===== config.mk =====
export PLATFORM = sky130hd
export DESIGN_NAME = use_output_scheduler
export DESIGN_NICKNAME = d
export VERILOG_FILES = /design/src/rtl/use_output_scheduler.sv
export SDC_FILE = /design/constraint.sdc
export NUM_CORES = 1
export LEC_CHECK = 0
export ABC_AREA = 1
export BUFFER_PORTS_ARGS = -buffer_cell sky130_fd_sc_hd__buf_2
export CORE_AREA = 2 2 558 560
export DETAILED_ROUTE_END_ITERATION = 10
export DIE_AREA = 0 0 560 562
export PLACE_DENSITY_LB_ADDON = 0.05
export SLEW_MARGIN = 20
export SYNTH_ARGS = -nofsm -noshare
export SYNTH_HDL_FRONTEND = slang
export SYNTH_SLANG_ARGS = --single-unit
export TNS_END_PERCENT = 20

===== constraint.sdc =====
create_clock -name clk -period 19.9 [get_ports clk]
set_clock_uncertainty 0.2 [all_clocks]
set_input_delay 1.99 -clock clk [delete_from_list [all_inputs] [get_ports clk]]
set_output_delay 1.99 -clock clk [all_outputs]
set_load 0.005 [all_outputs]

===== src/rtl/use_output_scheduler.sv =====
// use_output_scheduler: merges per-element records into one output stream in strict ring order
// Ports:
//   clk, reset         clock, synchronous active-high reset
//   elem_ready/data/len per-element record-complete pulse, record bytes, byte length
//   in_tready          upstream may present the next beat (registered occupancy check)
//   m_tvalid/tready    output record handshake; m_tdata/m_tlen/m_tid carry the record
//   flush, flush_done  drain request and completion
//   overflow           sticky: a record arrived for an occupied slot
//   drop_count         saturating count of discarded records
module use_output_scheduler #(
  parameter int NUM_ELEMENTS = 4,
  parameter int MAX_USE_BYTES = 34,
  parameter int LEN_W = 6
) (
  input  logic                                    clk,
  input  logic                                    reset,
  input  logic [NUM_ELEMENTS-1:0]                 elem_ready,
  input  logic [NUM_ELEMENTS*MAX_USE_BYTES*8-1:0] elem_data,
  input  logic [NUM_ELEMENTS*LEN_W-1:0]           elem_len,
  output logic                                    in_tready,
  output logic                                    m_tvalid,
  input  logic                                    m_tready,
  output logic [MAX_USE_BYTES*8-1:0]              m_tdata,
  output logic [LEN_W-1:0]                        m_tlen,
  output logic [$clog2(NUM_ELEMENTS)-1:0]         m_tid,
  input  logic                                    flush,
  output logic                                    flush_done,
  output logic                                    overflow,
  output logic [15:0]                             drop_count
);
  localparam int ID_W = $clog2(NUM_ELEMENTS);
  localparam int DW = MAX_USE_BYTES*8;
  localparam logic [ID_W:0] OCC_MAX = (ID_W+1)'(NUM_ELEMENTS-2);
  typedef enum logic [1:0] {RUN, FLUSH, DONE} state_t;
  state_t state_q, state_d;
  logic [NUM_ELEMENTS-1:0] slot_valid_q, slot_valid_d, drain, cap, lost, clash;
  logic [DW-1:0] slot_data_q [NUM_ELEMENTS];
  logic [LEN_W-1:0] slot_len_q [NUM_ELEMENTS];
  logic [ID_W-1:0] rd_ptr_q, rd_ptr_d, m_tid_q;
  logic [ID_W:0] occ_d;
  logic [16:0] drop_sum;
  logic [15:0] drop_count_q, drop_count_d;
  logic [DW-1:0] m_tdata_q;
  logic [LEN_W-1:0] m_tlen_q;
  logic load, skip, m_tvalid_q, in_tready_q, flush_done_q, overflow_q;
  assign in_tready = in_tready_q;
  assign m_tvalid = m_tvalid_q;
  assign m_tdata = m_tdata_q;
  assign m_tlen = m_tlen_q;
  assign m_tid = m_tid_q;
  assign flush_done = flush_done_q;
  assign overflow = overflow_q;
  assign drop_count = drop_count_q;
  always_comb begin
    load = slot_valid_q[rd_ptr_q] && (!m_tvalid_q || m_tready);
    // only FLUSH may step past an empty slot, and only if something is still waiting
    skip = (state_q == FLUSH) && !slot_valid_q[rd_ptr_q] && |slot_valid_q;
    drain = load ? (NUM_ELEMENTS)'(1) << rd_ptr_q : '0;
    slot_valid_d = '0;
    cap = '0;
    lost = '0;
    clash = '0;
    occ_d = '0;
    drop_sum = {1'b0, drop_count_q};
    for (int k = 0; k < NUM_ELEMENTS; k++) begin
      // a slot being drained this cycle is free to accept a new record
      cap[k] = elem_ready[k] && (elem_len[k*LEN_W +: LEN_W] != '0) && (!slot_valid_q[k] || drain[k]);
      clash[k] = elem_ready[k] && (elem_len[k*LEN_W +: LEN_W] != '0) && slot_valid_q[k] && !drain[k];
      lost[k] = (elem_ready[k] && (elem_len[k*LEN_W +: LEN_W] == '0)) || clash[k];
      slot_valid_d[k] = cap[k] || (slot_valid_q[k] && !drain[k]);
      occ_d = occ_d + (ID_W+1)'(slot_valid_d[k]);
      drop_sum = drop_sum + 17'(lost[k]);
    end
    drop_count_d = drop_sum[16] ? 16'hFFFF : drop_sum[15:0];
    state_d = (state_q == RUN) ? (flush ? FLUSH : RUN)
            : (state_q == FLUSH) ? ((~|slot_valid_q && (!m_tvalid_q || m_tready)) ? DONE : FLUSH)
            : (flush ? DONE : RUN);
    rd_ptr_d = (state_q == DONE && !flush) ? '0
             : (load || skip) ? rd_ptr_q + ID_W'(1) : rd_ptr_q;
  end
  always_ff @(posedge clk) begin
    if (reset) begin
      state_q <= RUN;
      slot_valid_q <= '0;
      rd_ptr_q <= '0;
      m_tvalid_q <= 1'b0;
      in_tready_q <= 1'b0;
      flush_done_q <= 1'b0;
      overflow_q <= 1'b0;
      drop_count_q <= '0;
    end else begin
      state_q <= state_d;
      slot_valid_q <= slot_valid_d;
      rd_ptr_q <= rd_ptr_d;
      m_tvalid_q <= load || (m_tvalid_q && !m_tready);
      in_tready_q <= (state_d != DONE) && (occ_d <= OCC_MAX);
      flush_done_q <= state_d == DONE;
      overflow_q <= overflow_q || |clash;
      drop_count_q <= drop_count_d;
    end
  end
  always_ff @(posedge clk) begin
    for (int k = 0; k < NUM_ELEMENTS; k++) begin
      if (cap[k]) begin
        slot_data_q[k] <= elem_data[k*DW +: DW];
        slot_len_q[k] <= elem_len[k*LEN_W +: LEN_W];
      end
    end
    if (load) begin
      m_tdata_q <= slot_data_q[rd_ptr_q];
      m_tlen_q <= slot_len_q[rd_ptr_q];
      m_tid_q <= rd_ptr_q;
    end
  end
endmodule


==> metrics.txt <==
status completed; Hold Buf Count CTS 0; Required @ worst endpoint 20.14 ns; element type at the critical path end flop; synthesized area per cell around 16 sq um; Slew headroom 22.9%; Worst Path Arrival roughly 6.8 ns; Pleak around 0.025 uW; area delta synth->final 35.2%; Std-Cell Rows just over 200; Filler cells ~33,000; Setup WS post-layout roughly 13 ns; Comb pwr share a little under a quarter; starting density of the core 16.5%; Critical Path Most Common Cell buf_4; # DRC 0; Tmin final 6.53 ns; Die Y about 560 um; vias in the first global route 36,600; register area share after synthesis roughly 83%; Die Area 315,000 sq um; Final Hold Vio Count 0; maximum VDD drop about 0.00010 V; Yosys cell types 33; routed vias/inst 3.88; Worst Hold Class reg -> reg; CTS Sinks roughly 1,400; CP Launch Type flop; Root Driver clkbuf_16; drt pass-1 iters 5; Mapped Area ~50,000 sq um; Internal between 6000 and 7000 uW; largest net degree at the start of global routing ~150; Post-DP HPWL between 150 and 200 mm; Max Root-Sink Buffers 4; port bufs roughly 1,400; Critical path buffers and inverters 7; Die Span X approximately 560 um; worst slack, placed 12.89 ns; Sw Pwr 3170 uW; commonest cells after routing, fill and taps aside 1,419 x buf_2, 1,392 x edfxtp_1, 587 x nor2_1, 563 x o21ai_0, 278 x o22ai_1; clock-pin slew on the worst setup and hold paths approximately 0.060 ns; Final period util between 30% and 40%; initial drt markers between 2,000 and 2,500; Post-Route WL 259 mm; Flop pwr share between 40% and 50%; fmax around 0.15 GHz; clock network fraction of total power around a third; share of cells above drive strength 1 a little over a third; share of the synthesized area in the top cell type around 82%; post-cts repair resize count 0; Switching Fraction between 30% and 40%; top cells by area, synth edfxtp_1 82%, o21ai_0 5.5%, nor2_1 4.4%; Worst Tran Pin Value 1.16 ns; commonest non-fill, non-tap cell in the layout buf_2; PwrDens 140 nW/um^2; unrepaired setup endpoints after global routing no; postcts setup bufs 0; worst path cell trace inv_8 > buf_12 > nand2_1 > nand3_2 > nand2_4 > nor2_4 > nand2_1 > a21oi_4 > buf_4 > buf_4 > buf_4 > buf_4 > buf_4; Placer Congestion 0.759; setup violators final 0; GRT Overall Usage 15.9%; DR vias around 35,000; Worst path max stage delay a little under 0.8 ns; CTS Buf Count ~190; core footprint a little over 300,000 sq um; Final #Nets around 5,800; Max Cap Viol 0; final setup TNS 0 ns; Avg WL per Cell ~29 um; PnR Total Power 9600 uW; I/O pins around 1,400; Placed Area roughly 63,000 sq um; Slew Viols, Final 0; CTS tree done; Clock H-tree levels 4; syn nets ~4,400; GRT overflow 0; post-route ant nets 0; delay-heaviest family, CP buffers and inverters; Syn Inst Count between 3,000 and 4,000; Worst-Skew Late Latency between 0.8 and 0.9 ns; Crit Path Max Fanout approximately 150; initial antenna violation count 406; first-pass GRT wire length 340 mm; Yosys reg bits 1,420; Yosys warnings 0; top cell type by total area after synthesis edfxtp_1; WS Path Type reg -> reg; Critical-path top delay cell buf_4; post-route cell area roughly 70,000 sq um
[metal layers]
metal / vias up / GRT usage [%] / part of all wire (%) / routed length [um]
met4: 238 / 5.43 / 3.5 / 9190
li1: 15300 / - / - / -
met3: 781 / 7.38 / 11 / 27500
met5: - / 0 / 0.59 / 1540
met2: 1623 / 26.8 / 48 / 124000
met1: 17100 / 17.5 / 37 / 96900
[synthesized netlist by cell type]
cell type     n
a211oi_1      1
a21oi_1      15
a21oi_2       1
a21oi_4       1
a31oi_1       2
buf_1        14
buf_2        20
buf_4         1
buf_6         1
clkbuf_1    151
clkinv_1      2
dfxtp_1      28
edfxtp_1   1392
fa_1          4
ha_1          8
inv_1        41
inv_2         1
nand2_1      57
nand2_4       1
nand3_1      18
nand3_2       3
nand4_1       8
nor2_1      590
nor2_4        1
nor3_1        4
nor3b_1       1
o211ai_1      1
o21ai_0     563
o21ai_1       1
o22ai_1     278
or2_2         3
xnor2_1       3
xor2_1        3
[cell families (layout without fill, tap and decap cells)]
family | after synthesis | count (layout) | synth area share, %
simple gates | 686 | 686 | 5.25
buf+inv | 231 | 1845 | 1.78
other cells | 0 | 95 | 0
compound gates | 863 | 863 | 9.22
flops | 1420 | 1420 | 83.3
fa+ha+maj | 12 | 12 | 0.354
xor+xnor | 6 | 6 | 0.103
[cell type report]
cell class	count	area, sq um	area share, %
Sequential cell	1420	42400	61.6
Multi-Input combinational cell	1567	7620	11.1
Timing Repair Buffer	1469	7560	11.0
Tap cell	4120	5150	7.50
Clock buffer	244	4950	7.19
Clock inverter	88	678	0.986
Antenna cell	95	238	0.346
Inverter	44	180	0.262
[power by group through the flow]
stage	logic (uW)	clock network, uW	registers, uW
2_1_floorplan	935	0	4320
3_3_place_gp	2320	0	4280
6_report	2190	3220	4200
3_5_place_dp	2320	0	4270
5_1_grt	2430	3450	4240
4_1_cts	2320	3360	4210
[sequential cells by signal, summed over array words and instances (netlist names), 2 cells and up]
name / cells
drop_count: 16
m_tdata: 272
m_tid: 2
m_tlen: 6
rd_ptr_q: 2
slot_data_q: 1088
slot_len_q: 24
slot_valid_q: 4
state_q: 2
[tightest hold or removal path, delay by kind of cell (launching register included)]
family	cells	cell delay, ns
flip-flops	1	0.32
AND/OR/NAND/NOR	1	0.04
AO/OA/AOI/OAI	1	0.11
[metrics by stage]
step / util [%] / std cells / hold WS (ns)
finish: 22.3 / 9047 / 0.367
global route: 22.2 / 8986 / 0.395
CTS: 22.2 / 8952 / 0.361
detailed placement: 20.4 / 8620 / 0.374
global placement: 20.4 / 8620 / 0.368
floorplan: - / 3218 / 0.284
[worst paths after layout]
path                                              startpoint                            end  slack [ns]  cells after the start
worst max register to register      rd_ptr_q[0]$_SDFFE_PP0P_  slot_data_q[2][173]$_DFFE_PP_       13.37                     13
worst max-delay path                rd_ptr_q[0]$_SDFFE_PP0P_  slot_data_q[2][173]$_DFFE_PP_       13.37                     13
worst min-delay path            slot_data_q[0][29]$_DFFE_PP_          m_tdata[29]$_DFFE_PN_        0.37                      2
worst min register to register  slot_data_q[0][29]$_DFFE_PP_          m_tdata[29]$_DFFE_PN_        0.37                      2
No activity file was read; power rests on OpenSTA's default activity.
